--- config.mk ---
export PLATFORM = sky130hd
export DESIGN_NAME = axi4lite_reg_slice_flat
export DESIGN_NICKNAME = d
export VERILOG_FILES = /design/src/rtl/axi4lite_reg_slice_if.sv /design/src/rtl/axi4lite_reg_slice.sv /design/src/flat_wrapper.sv
export SDC_FILE = /design/constraint.sdc
export NUM_CORES = 1
export LEC_CHECK = 0
export CELL_PAD_IN_SITES_DETAIL_PLACEMENT = 1
export CELL_PAD_IN_SITES_GLOBAL_PLACEMENT = 1
export CORE_MARGIN = 5
export CORE_UTILIZATION = 40
export DETAILED_ROUTE_END_ITERATION = 10
export PLACE_DENSITY = 0.93
export SYNTH_ARGS = -nofsm -noshare
export SYNTH_HDL_FRONTEND = slang
export SYNTH_SLANG_ARGS = --single-unit
--- constraint.sdc ---
create_clock -name clk -period 4.85 [get_ports clk]
set_clock_uncertainty 0.05 [all_clocks]
set_input_delay 0.7275 -clock clk [delete_from_list [all_inputs] [get_ports clk]]
set_output_delay 0.7275 -clock clk [all_outputs]
set_load 0.05 [all_outputs]
--- src/rtl/axi4lite_reg_slice_if.sv ---
// -----------------------------------------------------------------------------
// axi4lite_reg_slice_if
// AXI4-Lite bundle (AW, W, B, AR, R) used on both sides of axi4lite_reg_slice.
//   master modport : drives AW/W/AR payload+valid and B/R ready
//   slave modport  : drives AW/W/AR ready and B/R payload+valid
// Parameters: ADDR_WIDTH (AW/AR address), DATA_WIDTH (W/R data, strobe = /8).
// -----------------------------------------------------------------------------
interface axi4lite_reg_slice_if #(
  parameter int ADDR_WIDTH = 32,
  parameter int DATA_WIDTH = 32
);
  logic [ADDR_WIDTH-1:0]   awaddr;
  logic [2:0]              awprot;
  logic                    awvalid;
  logic                    awready;
  logic [DATA_WIDTH-1:0]   wdata;
  logic [DATA_WIDTH/8-1:0] wstrb;
  logic                    wvalid;
  logic                    wready;
  logic [1:0]              bresp;
  logic                    bvalid;
  logic                    bready;
  logic [ADDR_WIDTH-1:0]   araddr;
  logic [2:0]              arprot;
  logic                    arvalid;
  logic                    arready;
  logic [DATA_WIDTH-1:0]   rdata;
  logic [1:0]              rresp;
  logic                    rvalid;
  logic                    rready;

  modport master (
    output awaddr, awprot, awvalid, input awready,
    output wdata, wstrb, wvalid, input wready,
    input bresp, bvalid, output bready,
    output araddr, arprot, arvalid, input arready,
    input rdata, rresp, rvalid, output rready
  );

  modport slave (
    input awaddr, awprot, awvalid, output awready,
    input wdata, wstrb, wvalid, output wready,
    output bresp, bvalid, input bready,
    input araddr, arprot, arvalid, output arready,
    output rdata, rresp, rvalid, input rready
  );
endinterface

--- src/rtl/axi4lite_reg_slice.sv ---
// -----------------------------------------------------------------------------
// axi4lite_reg_slice
// Full-throughput AXI4-Lite register slice. Every channel goes through an
// independent 2-entry skid buffer (main + skid register) so that no
// combinational path crosses the slice in either direction; valid/payload
// come from the main register and ready is a flop equal to !skid_valid.
//
// Ports:
//   clk : single clock, rising edge
//   rst : synchronous active-high reset, empties every buffer
//   s   : slave-side bundle toward the CPU controller
//   m   : master-side bundle toward the interconnect
//
// Optional feature macro: AXIL_SLICE_OUTSTANDING_EN
//   When defined, rd/wr outstanding counters (limit MAX_OUTSTANDING) hold
//   m.arvalid / m.awvalid low while the limit is reached. When undefined
//   there is no limit.
// -----------------------------------------------------------------------------

// One channel: EMPTY -> ONE -> FULL skid buffer with registered ready.
// out_en masks the presented valid; the beat stays held in main meanwhile.
module axi4lite_reg_slice_skid #(
  parameter int WIDTH = 1
) (
  input  logic             clk,
  input  logic             rst,
  input  logic             in_valid,
  output logic             in_ready,
  input  logic [WIDTH-1:0] in_data,
  input  logic             out_en,
  output logic             out_valid,
  input  logic             out_ready,
  output logic [WIDTH-1:0] out_data
);
  // bit0 = main valid, bit1 = skid valid
  typedef enum logic [1:0] {
    ST_EMPTY = 2'b00,
    ST_ONE   = 2'b01,
    ST_FULL  = 2'b11
  } state_t;

  state_t           state_r;
  state_t           state_s;
  logic [WIDTH-1:0] main_r;
  logic [WIDTH-1:0] main_s;
  logic [WIDTH-1:0] skid_r;
  logic [WIDTH-1:0] skid_s;
  logic             ready_r;
  logic             in_hs_s;
  logic             out_hs_s;

  assign in_ready  = ready_r;
  assign out_valid = (state_r != ST_EMPTY) & out_en;
  assign out_data  = main_r;
  assign in_hs_s   = in_valid & ready_r;
  assign out_hs_s  = out_valid & out_ready;

  // Next-state and datapath selection for the skid buffer.
  always_comb begin
    state_s = state_r;
    main_s  = main_r;
    skid_s  = skid_r;
    case (state_r)
      ST_EMPTY: begin
        if (in_hs_s) begin
          main_s  = in_data;
          state_s = ST_ONE;
        end else begin
          state_s = ST_EMPTY;
        end
      end
      ST_ONE: begin
        if (in_hs_s && out_hs_s) begin
          main_s  = in_data;
          state_s = ST_ONE;
        end else if (in_hs_s) begin
          // Receiver stalled: park the new beat, ready drops next cycle.
          skid_s  = in_data;
          state_s = ST_FULL;
        end else if (out_hs_s) begin
          state_s = ST_EMPTY;
        end else begin
          state_s = ST_ONE;
        end
      end
      ST_FULL: begin
        if (out_hs_s) begin
          main_s  = skid_r;
          state_s = ST_ONE;
        end else begin
          state_s = ST_FULL;
        end
      end
      default: begin
        state_s = ST_EMPTY;
      end
    endcase
  end

  // State, payload and registered ready.
  always_ff @(posedge clk) begin
    if (rst) begin
      state_r <= ST_EMPTY;
      main_r  <= {WIDTH{1'b0}};
      skid_r  <= {WIDTH{1'b0}};
      ready_r <= 1'b0;
    end else begin
      state_r <= state_s;
      main_r  <= main_s;
      skid_r  <= skid_s;
      ready_r <= (state_s != ST_FULL);
    end
  end
endmodule

module axi4lite_reg_slice #(
  parameter int ADDR_WIDTH      = 32,
  parameter int DATA_WIDTH      = 32,
  parameter int MAX_OUTSTANDING = 4
) (
  input  logic                 clk,
  input  logic                 rst,
  axi4lite_reg_slice_if.slave  s,
  axi4lite_reg_slice_if.master m
);
  localparam int STRB_WIDTH = DATA_WIDTH / 8;
  localparam int AX_W       = ADDR_WIDTH + 3;
  localparam int W_W        = DATA_WIDTH + STRB_WIDTH;
  localparam int R_W        = DATA_WIDTH + 2;

  logic [AX_W-1:0] aw_data_s;
  logic [W_W-1:0]  w_data_s;
  logic [1:0]      b_data_s;
  logic [AX_W-1:0] ar_data_s;
  logic [R_W-1:0]  r_data_s;
  logic            aw_en_s;
  logic            ar_en_s;

`ifdef AXIL_SLICE_OUTSTANDING_EN
  localparam int CNT_W = $clog2(MAX_OUTSTANDING + 1);
  localparam logic [CNT_W-1:0] CNT_MAX = CNT_W'(MAX_OUTSTANDING);

  logic [CNT_W-1:0] rd_cnt_r;
  logic [CNT_W-1:0] wr_cnt_r;
  logic             rd_inc_s;
  logic             rd_dec_s;
  logic             wr_inc_s;
  logic             wr_dec_s;

  assign rd_inc_s = m.arvalid & m.arready;
  assign rd_dec_s = s.rvalid & s.rready;
  assign wr_inc_s = m.awvalid & m.awready;
  assign wr_dec_s = s.bvalid & s.bready;
  // Counters are registers, so gating never adds an in-to-out path; a valid
  // once shown cannot be withdrawn because the count only rises on its own
  // handshake.
  assign ar_en_s  = (rd_cnt_r != CNT_MAX);
  assign aw_en_s  = (wr_cnt_r != CNT_MAX);

  // Outstanding read counter: AR issue increments, R completion decrements.
  always_ff @(posedge clk) begin
    if (rst) begin
      rd_cnt_r <= {CNT_W{1'b0}};
    end else if (rd_inc_s && !rd_dec_s) begin
      rd_cnt_r <= rd_cnt_r + CNT_W'(1);
    end else if (!rd_inc_s && rd_dec_s) begin
      rd_cnt_r <= rd_cnt_r - CNT_W'(1);
    end else begin
      rd_cnt_r <= rd_cnt_r;
    end
  end

  // Outstanding write counter: AW issue increments, B completion decrements.
  always_ff @(posedge clk) begin
    if (rst) begin
      wr_cnt_r <= {CNT_W{1'b0}};
    end else if (wr_inc_s && !wr_dec_s) begin
      wr_cnt_r <= wr_cnt_r + CNT_W'(1);
    end else if (!wr_inc_s && wr_dec_s) begin
      wr_cnt_r <= wr_cnt_r - CNT_W'(1);
    end else begin
      wr_cnt_r <= wr_cnt_r;
    end
  end
`else
  assign ar_en_s = 1'b1;
  assign aw_en_s = 1'b1;
`endif

  axi4lite_reg_slice_skid #(.WIDTH(AX_W)) u_aw (
    .clk(clk), .rst(rst),
    .in_valid(s.awvalid), .in_ready(s.awready), .in_data({s.awprot, s.awaddr}),
    .out_en(aw_en_s), .out_valid(m.awvalid), .out_ready(m.awready), .out_data(aw_data_s)
  );
  assign {m.awprot, m.awaddr} = aw_data_s;

  axi4lite_reg_slice_skid #(.WIDTH(W_W)) u_w (
    .clk(clk), .rst(rst),
    .in_valid(s.wvalid), .in_ready(s.wready), .in_data({s.wstrb, s.wdata}),
    .out_en(1'b1), .out_valid(m.wvalid), .out_ready(m.wready), .out_data(w_data_s)
  );
  assign {m.wstrb, m.wdata} = w_data_s;

  axi4lite_reg_slice_skid #(.WIDTH(2)) u_b (
    .clk(clk), .rst(rst),
    .in_valid(m.bvalid), .in_ready(m.bready), .in_data(m.bresp),
    .out_en(1'b1), .out_valid(s.bvalid), .out_ready(s.bready), .out_data(b_data_s)
  );
  assign s.bresp = b_data_s;

  axi4lite_reg_slice_skid #(.WIDTH(AX_W)) u_ar (
    .clk(clk), .rst(rst),
    .in_valid(s.arvalid), .in_ready(s.arready), .in_data({s.arprot, s.araddr}),
    .out_en(ar_en_s), .out_valid(m.arvalid), .out_ready(m.arready), .out_data(ar_data_s)
  );
  assign {m.arprot, m.araddr} = ar_data_s;

  axi4lite_reg_slice_skid #(.WIDTH(R_W)) u_r (
    .clk(clk), .rst(rst),
    .in_valid(m.rvalid), .in_ready(m.rready), .in_data({m.rresp, m.rdata}),
    .out_en(1'b1), .out_valid(s.rvalid), .out_ready(s.rready), .out_data(r_data_s)
  );
  assign {s.rresp, s.rdata} = r_data_s;
endmodule

--- src/flat_wrapper.sv ---
// flat-port wrapper written by rule: the top's interface ports become plain ports
module axi4lite_reg_slice_flat 
#(
  parameter int ADDR_WIDTH      = 32,
  parameter int DATA_WIDTH      = 32,
  parameter int MAX_OUTSTANDING = 4
)
  (clk, rst, s_awaddr, s_awprot, s_awvalid, s_awready, s_wdata, s_wstrb, s_wvalid, s_wready, s_bresp, s_bvalid, s_bready, s_araddr, s_arprot, s_arvalid, s_arready, s_rdata, s_rresp, s_rvalid, s_rready, m_awaddr, m_awprot, m_awvalid, m_awready, m_wdata, m_wstrb, m_wvalid, m_wready, m_bresp, m_bvalid, m_bready, m_araddr, m_arprot, m_arvalid, m_arready, m_rdata, m_rresp, m_rvalid, m_rready);
  axi4lite_reg_slice_if #(.ADDR_WIDTH(ADDR_WIDTH), .DATA_WIDTH(DATA_WIDTH)) s_i ();
  axi4lite_reg_slice_if #(.ADDR_WIDTH(ADDR_WIDTH), .DATA_WIDTH(DATA_WIDTH)) m_i ();
  input  logic clk;
  input  logic rst;
  input wire logic [$bits(s_i.awaddr)-1:0] s_awaddr;
  input wire logic [$bits(s_i.awprot)-1:0] s_awprot;
  input wire logic [$bits(s_i.awvalid)-1:0] s_awvalid;
  output wire logic [$bits(s_i.awready)-1:0] s_awready;
  input wire logic [$bits(s_i.wdata)-1:0] s_wdata;
  input wire logic [$bits(s_i.wstrb)-1:0] s_wstrb;
  input wire logic [$bits(s_i.wvalid)-1:0] s_wvalid;
  output wire logic [$bits(s_i.wready)-1:0] s_wready;
  output wire logic [$bits(s_i.bresp)-1:0] s_bresp;
  output wire logic [$bits(s_i.bvalid)-1:0] s_bvalid;
  input wire logic [$bits(s_i.bready)-1:0] s_bready;
  input wire logic [$bits(s_i.araddr)-1:0] s_araddr;
  input wire logic [$bits(s_i.arprot)-1:0] s_arprot;
  input wire logic [$bits(s_i.arvalid)-1:0] s_arvalid;
  output wire logic [$bits(s_i.arready)-1:0] s_arready;
  output wire logic [$bits(s_i.rdata)-1:0] s_rdata;
  output wire logic [$bits(s_i.rresp)-1:0] s_rresp;
  output wire logic [$bits(s_i.rvalid)-1:0] s_rvalid;
  input wire logic [$bits(s_i.rready)-1:0] s_rready;
  output wire logic [$bits(m_i.awaddr)-1:0] m_awaddr;
  output wire logic [$bits(m_i.awprot)-1:0] m_awprot;
  output wire logic [$bits(m_i.awvalid)-1:0] m_awvalid;
  input wire logic [$bits(m_i.awready)-1:0] m_awready;
  output wire logic [$bits(m_i.wdata)-1:0] m_wdata;
  output wire logic [$bits(m_i.wstrb)-1:0] m_wstrb;
  output wire logic [$bits(m_i.wvalid)-1:0] m_wvalid;
  input wire logic [$bits(m_i.wready)-1:0] m_wready;
  input wire logic [$bits(m_i.bresp)-1:0] m_bresp;
  input wire logic [$bits(m_i.bvalid)-1:0] m_bvalid;
  output wire logic [$bits(m_i.bready)-1:0] m_bready;
  output wire logic [$bits(m_i.araddr)-1:0] m_araddr;
  output wire logic [$bits(m_i.arprot)-1:0] m_arprot;
  output wire logic [$bits(m_i.arvalid)-1:0] m_arvalid;
  input wire logic [$bits(m_i.arready)-1:0] m_arready;
  input wire logic [$bits(m_i.rdata)-1:0] m_rdata;
  input wire logic [$bits(m_i.rresp)-1:0] m_rresp;
  input wire logic [$bits(m_i.rvalid)-1:0] m_rvalid;
  output wire logic [$bits(m_i.rready)-1:0] m_rready;
  assign s_i.awaddr = s_awaddr;
  assign s_i.awprot = s_awprot;
  assign s_i.awvalid = s_awvalid;
  assign s_awready = s_i.awready;
  assign s_i.wdata = s_wdata;
  assign s_i.wstrb = s_wstrb;
  assign s_i.wvalid = s_wvalid;
  assign s_wready = s_i.wready;
  assign s_bresp = s_i.bresp;
  assign s_bvalid = s_i.bvalid;
  assign s_i.bready = s_bready;
  assign s_i.araddr = s_araddr;
  assign s_i.arprot = s_arprot;
  assign s_i.arvalid = s_arvalid;
  assign s_arready = s_i.arready;
  assign s_rdata = s_i.rdata;
  assign s_rresp = s_i.rresp;
  assign s_rvalid = s_i.rvalid;
  assign s_i.rready = s_rready;
  assign m_awaddr = m_i.awaddr;
  assign m_awprot = m_i.awprot;
  assign m_awvalid = m_i.awvalid;
  assign m_i.awready = m_awready;
  assign m_wdata = m_i.wdata;
  assign m_wstrb = m_i.wstrb;
  assign m_wvalid = m_i.wvalid;
  assign m_i.wready = m_wready;
  assign m_i.bresp = m_bresp;
  assign m_i.bvalid = m_bvalid;
  assign m_bready = m_i.bready;
  assign m_araddr = m_i.araddr;
  assign m_arprot = m_i.arprot;
  assign m_arvalid = m_i.arvalid;
  assign m_i.arready = m_arready;
  assign m_i.rdata = m_rdata;
  assign m_i.rresp = m_rresp;
  assign m_i.rvalid = m_rvalid;
  assign m_rready = m_i.rready;
  axi4lite_reg_slice #(.ADDR_WIDTH(ADDR_WIDTH), .DATA_WIDTH(DATA_WIDTH), .MAX_OUTSTANDING(MAX_OUTSTANDING)) u_core (.clk(clk), .rst(rst), .s(s_i), .m(m_i));
endmodule
==> out/results.md <==
| Group | Metric | This run |
|:---|:---|:---|
| setup path | Type of the setup path with the least slack | register to primary output |
| setup path | Reg2reg path depth | 6 |
| setup path | Crit start category | register |
| yosys | Synth Cell Area | 12820 um^2 |
| setup path | Reg-to-reg endpoint | u_core.u_ar.out_data[2] |
| yosys | Warning count from the yosys run | 0 |
| timing | Slew @ Worst Pin | 1.264 ns |
| hold path | Hold/Removal Path Class | register to register |
| grt | Global-route wire length before repair | 65440 um |
| setup path | Start of the worst register-to-register path | u_core.u_ar.state_r[0] |
| die | Area of the die | 35740 um^2 |
| grt | Met3 layer usage reported by global route | 0.04830 |
| grt | Global-route congestion overflow total | 0 |
| timing | Post-route fraction of the period consumed by the critical path | 0.6018 |
| clock network | Clock latency of the later-clocked register in the worst-skew pair | 0.50 ns |
| layout | Register area | 5986 um^2 |
| layout | Commonest non-fill, non-tap cells in the layout | 304 x clkdlybuf4s50_1, 299 x dfxtp_1, 286 x nand2_1, 216 x a21oi_1, 90 x inv_1 |
| timing | Max frequency | 342.6 MHz |
| die | Vertical extent of the die | 189.1 um |
| yosys | Number of distinct standard cells referenced by the synthesized netlist | 40 |
| pwr | Max IR drop VDD | 309.5 uV |
| routing | Total DRC errors in the routed layout | 0 |
| timing | Unrepaired setup endpoints after global routing | false |
| grt | Met2 demand-to-capacity share in global routing | 0.3966 |
| flow run | Max-cap violations | 0 |
| routing | Detailed-router iteration count before antenna repair | 4 |
| place | PortBufs | 305 |
| layout | Fill count | 3569 |
| clock network | # resized after CTS | 0 |
| pwr | Total leakage power | 0.005743 uW |
| place | Placed wire-length estimate after detailed placement | 27070 um |
| timing | Least setup slack across all paths after layout | 1.932 ns |
| setup path | Worst-case register-to-register setup slack | 1.97 ns |
| clock network | Root Buffer Master | clkbuf_16 |
| layout | Final net count | 1882 |
| routing | Post-route antenna net violation count | 0 |
| clock network | Total of hold buffers inserted after clock tree synthesis | 0 |
| place | Final RePlAce weighted congestion | 0.8133 |
| yosys | Post-synthesis cell type with the largest combined area | dfxtp_1 |
| routing | Number of DRC markers after the initial detailed-route iteration | 567 |
| timing | Max transition margin | 0.1570 |
| routing | DR WL/cell | 19.22 um |
| grt | Met1 Track Usage GR | 0.2635 |
| grt | Maximum number of pins on one net before global-route repair | 142 |
| grt | All-Layer GR Usage | 0.2185 |
| setup path | Endpoint arrival time on the critical path | 2.14 ns |
| yosys | Proportion of netlist area held by the largest area contributor | 0.4668 |
| layout | Ratio of cells with drive above 1 in the final layout | 0.07794 |
| routing | Final routed wirelength across all metal layers | 41030 um |
| die | Die outline width | 189.1 um |
| die | Row count | 65 |
| timing | Final number of max-transition violations | 0 |
| yosys | Post-synthesis async set-or-reset flop share | 0 |
| clock network | Number of buffers created by CTS | 34 |
| clock network | CTS clk-pin slew, worst paths | 0.06 ns |
| place | Worst setup slack after placement | 1.451 ns |
| hold path | Hold worst-path end | u_core.u_ar.skid_r[1] |
| clock network | Level count of the clock H-tree | 2 |
| outcome | Result of the run | finished clean |
| setup path | Max FO, Critical Path | 5 |
| die | Core area | 31640 um^2 |
| yosys | Post-synth top flop | dfxtp_1 |
| hold path | Worst Hold Path Cells | 2 |
| yosys | Count of state elements after synthesis | 299 |
| setup path | Crit end category | primary output |
| grt | Antenna violations before repair | 1 |
| layout | Most common library cell in the layout ignoring fill and taps | clkdlybuf4s50_1 |
| yosys | Most area-consuming cells after synthesis | dfxtp_1 47%, a21oi_1 8.4%, nand2_1 8.4% |
| grt | Via count of the first global-routing pass | 12620 |
| setup path | Data required time of the worst path | 4.07 ns |
| clock network | CTS tree | yes |
| yosys | Mean cell area of the mapped netlist | 8.735 um^2 |
| layout | Area taken by multi-input logic gates | 6010 um^2 |
| timing | Count of final setup violators | 0 |
| grt | Busiest layer in global routing | met2 |
| routing | Average via count per standard cell | 5.487 |
| routing | Overall via count from detail_route | 11720 |
| yosys | Part of the Yosys area used for sequential elements | 0.4668 |
| yosys | Net count of the mapped netlist | 1642 |
| timing | Minimum period implied by the final worst setup slack | 2.919 ns |
| pwr | Power density over the cells | 417.4 nW/um^2 |
| hold path | Hold Startpoint | u_core.u_ar.skid_r[1] |
| timing | Setup TNS Final | 0 ns |
| die | Starting utilization of the core area | 0.4053 |
| layout | Relative area change from synthesis to final layout | 34.67% |
| timing | Worst Hold Slack | 0.4027 ns |
| clock network | Setup repair bufs after CTS | 0 |
| yosys | Post-synth EDFFs | 0 |
| die | Top-level port count | 306 |
| clock network | Total clock sinks | 299 |
| timing | Count of final hold-check violations | 0 |
| yosys | Post-synthesis instance total | 1468 |
| clock network | Longest Clk Path Bufs | 3 |
-- through the flow --
stage	instances	utilization	power [uW]	cell area, um^2
after floorplan	1468	-	3935	12820
after global placement	2074	0.5087	4557	16090
after detailed placement	2074	0.5087	4607	16090
after CTS	2134	0.5458	7281	17270
after global routing	2135	0.5459	7499	17270
final	2135	0.5459	7208	17270
-- logic make-up (layout without fill, tap and decap cells) --
logic type	after synthesis	count (layout)	synth area share
other	0	1	0
flip-flops	299	299	0.4668
adder cells (fa/ha/maj)	20	20	0.01951
buffers and inverters	216	480	0.06713
multiplexers	75	75	0.05854
AO/OA/AOI/OAI	457	457	0.2418
AND/OR/NAND/NOR	401	401	0.1463
-- cell usage after synthesis (3+ instances only) --
cell type and number:
o21ba_2 3, buf_2 22, clkbuf_1 90, buf_1 11
nor2b_1 6, nor3_1 6, inv_1 90, nand3_1 3
buf_6 3, dfxtp_1 299, a21oi_1 216, a211oi_1 75
a21boi_0 5, o21ai_0 74, nand2_1 286, and2_1 4
nand3b_1 71, nor2_1 8, a221oi_1 29, a221oi_2 40
nand2b_1 8, mux2i_1 75, ha_1 20
-- state kept, by name, indices dropped and copies added, names as in the netlist --
| name | cells |
|---|---|
| u_core.u_r.state_r | 2 |
| u_core.u_b.state_r | 2 |
| u_core.u_aw.in_ready | 1 |
| u_core.u_ar.out_data | 35 |
| u_core.u_r.out_data | 34 |
| u_core.u_w.skid_r | 36 |
| u_core.u_ar.in_ready | 1 |
| u_core.u_aw.state_r | 2 |
| u_core.u_r.in_ready | 1 |
| u_core.u_w.state_r | 2 |
| u_core.u_ar.skid_r | 35 |
| u_core.u_b.out_data | 2 |
| u_core.u_r.skid_r | 34 |
| u_core.u_aw.out_data | 35 |
| u_core.u_w.in_ready | 1 |
| u_core.u_ar.state_r | 2 |
| u_core.u_aw.skid_r | 35 |
| u_core.u_w.out_data | 36 |
| u_core.u_b.in_ready | 1 |
| u_core.u_b.skid_r | 2 |
-- worst max path at each step --
stage,to,slack [ns],start,cells past startpoint
4_1_cts,s_bvalid,1.91,u_core.u_b.state_r[0],4
3_3_place_gp,u_core.u_r.out_data[27],1.59,s_rready,6
2_1_floorplan,u_core.u_aw.out_data[10],2.72,u_core.u_aw.in_ready,6
6_report,m_arvalid,1.93,u_core.u_ar.state_r[0],4
5_1_grt,u_core.u_ar.out_data[2],1.76,u_core.u_ar.state_r[0],5
3_5_place_dp,u_core.u_r.out_data[26],1.45,s_rready,6
-- worst max-delay path: stages, from the launching register on --
cell and delay, ns:
dfxtp_1 0.37, inv_1 0.08, ha_1 0.27, inv_1 0.11, clkdlybuf4s50_1 0.80
-- power by group --
part | internal, uW | leakage, uW | switching (uW) | total (uW)
registers | 2650 | 0.00244 | 126 | 2780
clock network | 1640 | 0.000576 | 1000 | 2650
logic | 624 | 0.00272 | 1160 | 1780
total | 4920 | 0.00574 | 2290 | 7210
-- cell type report --
class,count,area share
antenna,1,0.0001449
clock buffer,54,0.06311
clock inverter,6,0.004782
inverter,90,0.01956
multi-input combinational,953,0.3480
sequential,299,0.3466
tap,402,0.02913
timing repair buffer,330,0.1887
-- metal layers --
| layer | vias to the layer above | wire, um |
|---|---|---|
| li1 | 5610 | - |
| met1 | 5747 | 17260 |
| met2 | 293 | 20700 |
| met3 | 65 | 2238 |
| met4 | 0 | 832 |
| met5 | - | 0 |
(Power assumes the default switching activity.)
